## src/rtl/cache4_fa_if.sv

```systemverilog
// cache4_fa_if
// Bundles the signals of cache4_fa_ctrl:
//   client side : req_valid, req_addr, req_ready, resp_valid, resp_data
//   memory side : mem_rd_valid, mem_rd_addr, mem_rd_ready, mem_resp_valid, mem_resp_data
//   LRU tracker : lru_we, lru_used (to tracker), lru_idx (from tracker)
// slave  : the cache controller's view.
// master : the surrounding environment (client, memory, tracker).
interface cache4_fa_if #(
    parameter int AW = 16,
    parameter int DW = 16
);
    logic          req_valid;
    logic [AW-1:0] req_addr;
    logic          req_ready;
    logic          resp_valid;
    logic [DW-1:0] resp_data;
    logic          mem_rd_valid;
    logic [AW-1:0] mem_rd_addr;
    logic          mem_rd_ready;
    logic          mem_resp_valid;
    logic [DW-1:0] mem_resp_data;
    logic          lru_we;
    logic [1:0]    lru_used;
    logic [1:0]    lru_idx;

    modport slave (
        input  req_valid, req_addr, mem_rd_ready, mem_resp_valid, mem_resp_data, lru_idx,
        output req_ready, resp_valid, resp_data, mem_rd_valid, mem_rd_addr, lru_we, lru_used
    );

    modport master (
        output req_valid, req_addr, mem_rd_ready, mem_resp_valid, mem_resp_data, lru_idx,
        input  req_ready, resp_valid, resp_data, mem_rd_valid, mem_rd_addr, lru_we, lru_used
    );
endinterface

```

## src/rtl/cache4_fa_ctrl.sv

```systemverilog
// cache4_fa_ctrl
// Blocking 4-way fully-associative read cache, one word per line, full
// address used as tag. Hits answer two cycles after acceptance; misses
// issue a fill over mem_rd_* and wait for mem_resp_valid. The victim is the
// lowest-index invalid way, otherwise the external LRU tracker's lru_idx.
// Ports:
//   clk    : clock, all state on posedge
//   reset  : synchronous active-high reset
//   bus    : cache4_fa_if.slave (client, memory and LRU tracker signals)
//   hit_count / miss_count : saturating 16-bit counters, present only when
//                            the macro CACHE4_STATS_EN is defined
module cache4_fa_ctrl #(
    parameter int AW = 16,
    parameter int DW = 16
) (
    input  logic        clk,
    input  logic        reset,
    cache4_fa_if.slave  bus
`ifdef CACHE4_STATS_EN
    ,
    output logic [15:0] hit_count,
    output logic [15:0] miss_count
`endif
);
    typedef enum logic [1:0] {IDLE, LOOKUP, MEM_REQ, MEM_WAIT} state_t;

    state_t        state_reg, state_next;
    logic [AW-1:0] addr_reg;
    logic [3:0]    valid_reg;
    logic [AW-1:0] tag_reg  [4];
    logic [DW-1:0] data_reg [4];
    logic          resp_valid_reg;
    logic [DW-1:0] resp_data_reg;

    logic [3:0]    match;
    logic          hit;
    logic [1:0]    hit_way;
    logic [1:0]    victim;
    logic          lookup_hit;
    logic          lookup_miss;
    logic          fill;

    // Parallel tag compare against the latched address.
    generate
        for (genvar gi = 0; gi < 4; gi++) begin : g_match
            assign match[gi] = valid_reg[gi] && (tag_reg[gi] == addr_reg);
        end
    endgenerate

    // Lowest index wins for both the hit way and the invalid-way search;
    // loops run downward so the last assignment is the lowest index.
    always_comb begin
        hit_way = 2'd0;
        victim  = bus.lru_idx;
        for (int i = 3; i >= 0; i--) begin
            if (match[i])      hit_way = 2'(i);
            if (!valid_reg[i]) victim  = 2'(i);
        end
    end

    assign hit         = |match;
    assign lookup_hit  = (state_reg == LOOKUP) && hit;
    assign lookup_miss = (state_reg == LOOKUP) && !hit;
    assign fill        = (state_reg == MEM_WAIT) && bus.mem_resp_valid;

    always_comb begin
        state_next       = state_reg;
        bus.req_ready    = 1'b0;
        bus.mem_rd_valid = 1'b0;
        bus.mem_rd_addr  = '0;
        bus.lru_we       = 1'b0;
        bus.lru_used     = 2'd0;
        case (state_reg)
            IDLE: begin
                bus.req_ready = 1'b1;
                if (bus.req_valid) state_next = LOOKUP;
            end
            LOOKUP: begin
                if (hit) begin
                    bus.lru_we   = 1'b1;
                    bus.lru_used = hit_way;
                    state_next   = IDLE;
                end else begin
                    state_next   = MEM_REQ;
                end
            end
            MEM_REQ: begin
                bus.mem_rd_valid = 1'b1;
                bus.mem_rd_addr  = addr_reg;
                if (bus.mem_rd_ready) state_next = MEM_WAIT;
            end
            MEM_WAIT: begin
                if (bus.mem_resp_valid) begin
                    bus.lru_we   = 1'b1;
                    bus.lru_used = victim;
                    state_next   = IDLE;
                end
            end
            default: state_next = IDLE;
        endcase
    end

    always_ff @(posedge clk) begin
        if (reset) begin
            state_reg      <= IDLE;
            addr_reg       <= '0;
            valid_reg      <= 4'b0000;
            resp_valid_reg <= 1'b0;
            resp_data_reg  <= '0;
        end else begin
            state_reg      <= state_next;
            resp_valid_reg <= 1'b0;
            if ((state_reg == IDLE) && bus.req_valid) addr_reg <= bus.req_addr;
            if (lookup_hit) begin
                resp_valid_reg <= 1'b1;
                resp_data_reg  <= data_reg[hit_way];
            end
            if (fill) begin
                resp_valid_reg    <= 1'b1;
                resp_data_reg     <= bus.mem_resp_data;
                valid_reg[victim] <= 1'b1;
            end
        end
    end

    // Tag/data storage needs no reset: the valid bits gate every use.
    generate
        for (genvar gi = 0; gi < 4; gi++) begin : g_way
            always_ff @(posedge clk) begin
                if (!reset && fill && (victim == 2'(gi))) begin
                    tag_reg[gi]  <= addr_reg;
                    data_reg[gi] <= bus.mem_resp_data;
                end
            end
        end
    endgenerate

    assign bus.resp_valid = resp_valid_reg;
    assign bus.resp_data  = resp_data_reg;

`ifdef CACHE4_STATS_EN
    logic [15:0] hit_count_reg;
    logic [15:0] miss_count_reg;

    always_ff @(posedge clk) begin
        if (reset) begin
            hit_count_reg  <= '0;
            miss_count_reg <= '0;
        end else begin
            if (lookup_hit && (hit_count_reg != 16'hFFFF))
                hit_count_reg <= hit_count_reg + 16'd1;
            if (lookup_miss && (miss_count_reg != 16'hFFFF))
                miss_count_reg <= miss_count_reg + 16'd1;
        end
    end

    assign hit_count  = hit_count_reg;
    assign miss_count = miss_count_reg;
`endif
endmodule

```

## src/flat_wrapper.sv

```systemverilog
// flat-port wrapper written by rule: the top's interface ports become plain ports
module cache4_fa_ctrl_flat 
#(
    parameter int AW = 16,
    parameter int DW = 16
)
  (clk, reset, bus_req_valid, bus_req_addr, bus_mem_rd_ready, bus_mem_resp_valid, bus_mem_resp_data, bus_lru_idx, bus_req_ready, bus_resp_valid, bus_resp_data, bus_mem_rd_valid, bus_mem_rd_addr, bus_lru_we, bus_lru_used);
  cache4_fa_if #(.AW(AW), .DW(DW)) bus_i ();
  input  logic clk;
  input  logic reset;
  input wire logic [$bits(bus_i.req_valid)-1:0] bus_req_valid;
  input wire logic [$bits(bus_i.req_addr)-1:0] bus_req_addr;
  input wire logic [$bits(bus_i.mem_rd_ready)-1:0] bus_mem_rd_ready;
  input wire logic [$bits(bus_i.mem_resp_valid)-1:0] bus_mem_resp_valid;
  input wire logic [$bits(bus_i.mem_resp_data)-1:0] bus_mem_resp_data;
  input wire logic [$bits(bus_i.lru_idx)-1:0] bus_lru_idx;
  output wire logic [$bits(bus_i.req_ready)-1:0] bus_req_ready;
  output wire logic [$bits(bus_i.resp_valid)-1:0] bus_resp_valid;
  output wire logic [$bits(bus_i.resp_data)-1:0] bus_resp_data;
  output wire logic [$bits(bus_i.mem_rd_valid)-1:0] bus_mem_rd_valid;
  output wire logic [$bits(bus_i.mem_rd_addr)-1:0] bus_mem_rd_addr;
  output wire logic [$bits(bus_i.lru_we)-1:0] bus_lru_we;
  output wire logic [$bits(bus_i.lru_used)-1:0] bus_lru_used;
  assign bus_i.req_valid = bus_req_valid;
  assign bus_i.req_addr = bus_req_addr;
  assign bus_i.mem_rd_ready = bus_mem_rd_ready;
  assign bus_i.mem_resp_valid = bus_mem_resp_valid;
  assign bus_i.mem_resp_data = bus_mem_resp_data;
  assign bus_i.lru_idx = bus_lru_idx;
  assign bus_req_ready = bus_i.req_ready;
  assign bus_resp_valid = bus_i.resp_valid;
  assign bus_resp_data = bus_i.resp_data;
  assign bus_mem_rd_valid = bus_i.mem_rd_valid;
  assign bus_mem_rd_addr = bus_i.mem_rd_addr;
  assign bus_lru_we = bus_i.lru_we;
  assign bus_lru_used = bus_i.lru_used;
  cache4_fa_ctrl #(.AW(AW), .DW(DW)) u_core (.clk(clk), .reset(reset), .bus(bus_i));
endmodule
```

## config.mk

```make
export PLATFORM = sky130hd
export DESIGN_NAME = cache4_fa_ctrl_flat
export DESIGN_NICKNAME = d
export VERILOG_FILES = /design/src/rtl/cache4_fa_if.sv /design/src/rtl/cache4_fa_ctrl.sv /design/src/flat_wrapper.sv
export SDC_FILE = /design/constraint.sdc
export NUM_CORES = 1
export LEC_CHECK = 0
export CAP_MARGIN = 20
export CORE_MARGIN = 4
export CORE_UTILIZATION = 50
export CTS_CLUSTER_DIAMETER = 60
export CTS_CLUSTER_SIZE = 10
export DETAILED_ROUTE_END_ITERATION = 10
export PLACE_DENSITY = 0.8
export SETUP_SLACK_MARGIN = 0.4
export SYNTH_ARGS = -nofsm -noshare
export SYNTH_HDL_FRONTEND = slang
export SYNTH_SLANG_ARGS = --single-unit
```

## constraint.sdc

```tcl
create_clock -name clk -period 4.9 [get_ports clk]
set_input_delay 0.49 -clock clk [delete_from_list [all_inputs] [get_ports clk]]
set_output_delay 0.49 -clock clk [all_outputs]
set_load 0.01 [all_outputs]
```

==> key figures <==
Status
  • Outcome: finished, final reports clean

Floorplanning
  • Cell Rows: 42
  • Starting Density: 0.5179
  • Io pins: 77
  • Die H: 125.8 um
  • Die width: ~130 um
  • Core Area: between 10000 and 15000 um^2
  • Die area: 15830 um^2

Hold path
  • Hold path start: u_core.bus.resp_data[9]$_SDFFE_PP0P_
  • Hold Path Stages: 2
  • Hold endpoint: u_core.bus.resp_data[9]$_SDFFE_PP0P_
  • Hold Crit Class: register to register

Clocking
  • CTS Sinks: 167
  • Hold Buf Count CTS: 0
  • Post-CTS Setup Inserts: 0
  • Clk root buf: clkbuf_16
  • Worst skew pair latency: approximately 420 ps
  • # H-tree levels: 4
  • CTS tree: built
  • Clock Tree Buf Depth: 2
  • Clk slew on worst S/H paths: 60 ps
  • Post_cts resized: 0
  • Num CTS Buffers: 17

Worst setup path
  • Max incr delay on CP: a little under 600 ps
  • Worst Reg-to-Reg Cells: 8
  • Bufs and invs on worst path: 3
  • Crit-path max FO: 18
  • Critical Path End Type: primary output
  • Critical Path RT: about 4400 ps
  • CP max-delay cell: dfxtp_1
  • Worst reg2reg path endpoint: u_core.bus.resp_data[3]$_SDFFE_PP0P_
  • Worst-path cell chain: xor2_1 -> nor4_1 -> nand2_1 -> or4_4 -> nor3b_1 -> or2_1 -> buf_4 -> and2_4 -> inv_1 -> clkdlybuf4s50_1
  • Kind of critical path: register to primary output
  • Startpoint class of the critical path: register
  • Worst r2r src: u_core.addr_reg[1]$_SDFFE_PP0P_
  • R2R Setup Slk: about 1200 ps
  • Delay-heaviest family, CP: simple AND/OR/NAND/NOR gates
  • Crit path arrival time: 3670 ps

Final layout
  • Nets: between 600 and 700
  • Share of layout cells above drive strength 1: 0.1180
  • Post-Layout Cell Count: 803
  • Multi-input gate area: between 2000 and 2500 um^2
  • Register area: ~4600 um^2
  • Syn-to-layout area delta: 21.33%
  • Design Area, Final: between 8000 and 9000 um^2
  • # fillers: 1006
  • Ant. Diodes: 0

Timing
  • Minimum clock period: around 4200 ps
  • Hold slack: 471.6 ps
  • RSZ-0062 raised after global routing: no
  • Final period util: 0.8499
  • Max Fclk: between 0.2 and 0.25 GHz
  • Final TNS setup: 0 ps
  • Worst Max-Slew Pin Slew: ~1000 ps
  • Final setup vio count: 0
  • Clock skew: 9.013 ps
  • Slew Viols, Final: 0
  • Fin. Hold Viols: 0
  • Slew margin rel.: 0.3071

Synthesis
  • Ranking of synthesized cells by area: edfxtp_1 (55%), dfxtp_1 (11%), xor2_1 (5.8%)
  • Syn_nets: a little under 600
  • Gate Count Post-Synth: between 500 and 600
  • Synth Area per Inst: between 10 and 15 um^2
  • Post-Syn Area: between 6000 and 7000 um^2
  • Sequential element share of the synthesized area: 0.6663
  • Synthesized flop and latch total: 167
  • Yosys top cell by area: edfxtp_1
  • Share of the synthesized area in the top cell type: 0.5538
  • Synth warnings: 0
  • Synth cell types: 39

Pwr
  • Leakage: 2.937 nW
  • Pwr dens: 354.2 nW/um^2
  • Tot Pwr: 0.002983 W
  • Peak VDD IR: roughly 0.23 mV

GRT
  • GR Overflow Total: 0
  • Initial antenna violation count: 0
  • Largest net degree at the start of global routing: slightly above 40
  • Total GRT Usage: 0.1990
  • Vias in the first global route: approximately 4700
  • First-pass GRT wire length: roughly 24 mm

Routing
  • Drt wl/cell: between 15 and 20 um
  • Residual DRC count: 0
  • Via density per instance: between 5 and 6
  • DRT iter0 DRCs: between 400 and 500
  • Post-route antenna net violation count: 0
  • Total wire length: approximately 15 mm
  • Total number of vias: roughly 4500
  • DRT Pass-1 Iters: 5

Placed design
  • Placed cell count: slightly below 800
  • Hpwl dp: 9.650 mm
  • Placer Congestion: 0.7841
  • Port bufs: 76
  • Placed Instance Area: a little under 8000 um^2

Run
  • Maxcap violations: 0
## cells in the final DEF, fill, tap and decap left out, drive strengths merged, types with 19 or more instances in the layout
cell | Yosys | final
o22ai | 19 | 19
a21oi | 37 | 37
dfxtp | 39 | 39
clkdlybuf4s50 | 0 | 75
clkbuf | 24 | 23
inv | 21 | 21
edfxtp | 128 | 128
xor2 | 46 | 46
nand2 | 91 | 91
## logic make-up after synthesis
| kind of cell | count (synthesis) | share of synthesized area |
|---|---|---|
| flip-flops | 167 | 0.6663 |
| AND/OR/NAND/NOR | 156 | 0.1058 |
| AO/OA/AOI/OAI | 81 | 0.08095 |
| XOR/XNOR | 64 | 0.08076 |
| buffers and inverters | 59 | 0.03876 |
| multiplexers | 17 | 0.02740 |
## per-stage QoR
stage                     setup WS, ps    util
after floorplan                  451.2       -
after global placement            1300  0.5856
final                            735.4  0.6284
after detailed placement          1227  0.5856
after CTS                        724.2  0.6275
after global routing             506.1  0.6284
## cell type report
class	instances	area share
clock buffer	23	0.05795
tap	176	0.02615
clock inverter	9	0.008767
multi-input combinational	318	0.2468
sequential	167	0.5492
timing repair buffer	89	0.1018
inverter	21	0.009361
## per-layer routing
metal / GRT usage / wire (um) / vias to the layer above
met2: 0.3424 / 7674 / 183
li1: - / - / 2081
met3: 0.04826 / 1040 / 37
met5: 0 / 0 / -
met1: 0.2387 / 5992 / 2182
met4: 0.08770 / 452 / 0
## synth_stat cells, drive strengths merged
| master | count |
|---|---|
| a21o | 2 |
| a21oi | 37 |
| a221oi | 16 |
| a31oi | 1 |
| and2 | 18 |
| and3 | 1 |
| buf | 14 |
| clkbuf | 24 |
| dfxtp | 39 |
| edfxtp | 128 |
| inv | 21 |
| mux2 | 16 |
| mux2i | 1 |
| nand2 | 91 |
| nand2b | 1 |
| nand3 | 7 |
| nand3b | 1 |
| nand4 | 4 |
| nor2 | 7 |
| nor2b | 2 |
| nor3 | 3 |
| nor3b | 2 |
| nor4 | 14 |
| o2111a | 1 |
| o2111ai | 1 |
| o211ai | 1 |
| o21ai | 3 |
| o22ai | 19 |
| or2 | 1 |
| or3b | 1 |
| or4 | 3 |
| xnor2 | 18 |
| xor2 | 46 |
## worst min-delay path, stage by stage (launching register included)
cell      delay, ps
dfxtp_1         310
inv_1            60
a221oi_2         50
## worst max path at each step
stage          depth (start not counted)                             start  slack (ps)                         endpoint
6_report                              10   u_core.addr_reg[1]$_SDFFE_PP0P_         740                       bus_lru_we
4_1_cts                               10   u_core.addr_reg[1]$_SDFFE_PP0P_         720                       bus_lru_we
3_3_place_gp                          10   u_core.addr_reg[3]$_SDFFE_PP0P_        1300                       bus_lru_we
2_1_floorplan                          3  u_core.state_reg[0]$_SDFFE_PP0P_         450  u_core.data_reg[2][0]$_DFFE_PP_
5_1_grt                               10   u_core.addr_reg[1]$_SDFFE_PP0P_         510                       bus_lru_we
3_5_place_dp                          10   u_core.addr_reg[3]$_SDFFE_PP0P_        1230                       bus_lru_we
## where the power goes
| group | switching (W) | internal, W | leakage (nW) |
|---|---|---|---|
| clock | 0.000504 | 0.000745 | 0.268 |
| sequential | 0.0000379 | 0.00154 | 1.49 |
| combinational | 0.0000782 | 0.0000767 | 1.18 |
| total | 0.000620 | 0.00236 | 2.94 |
No activity file was read; power rests on OpenSTA's default activity.
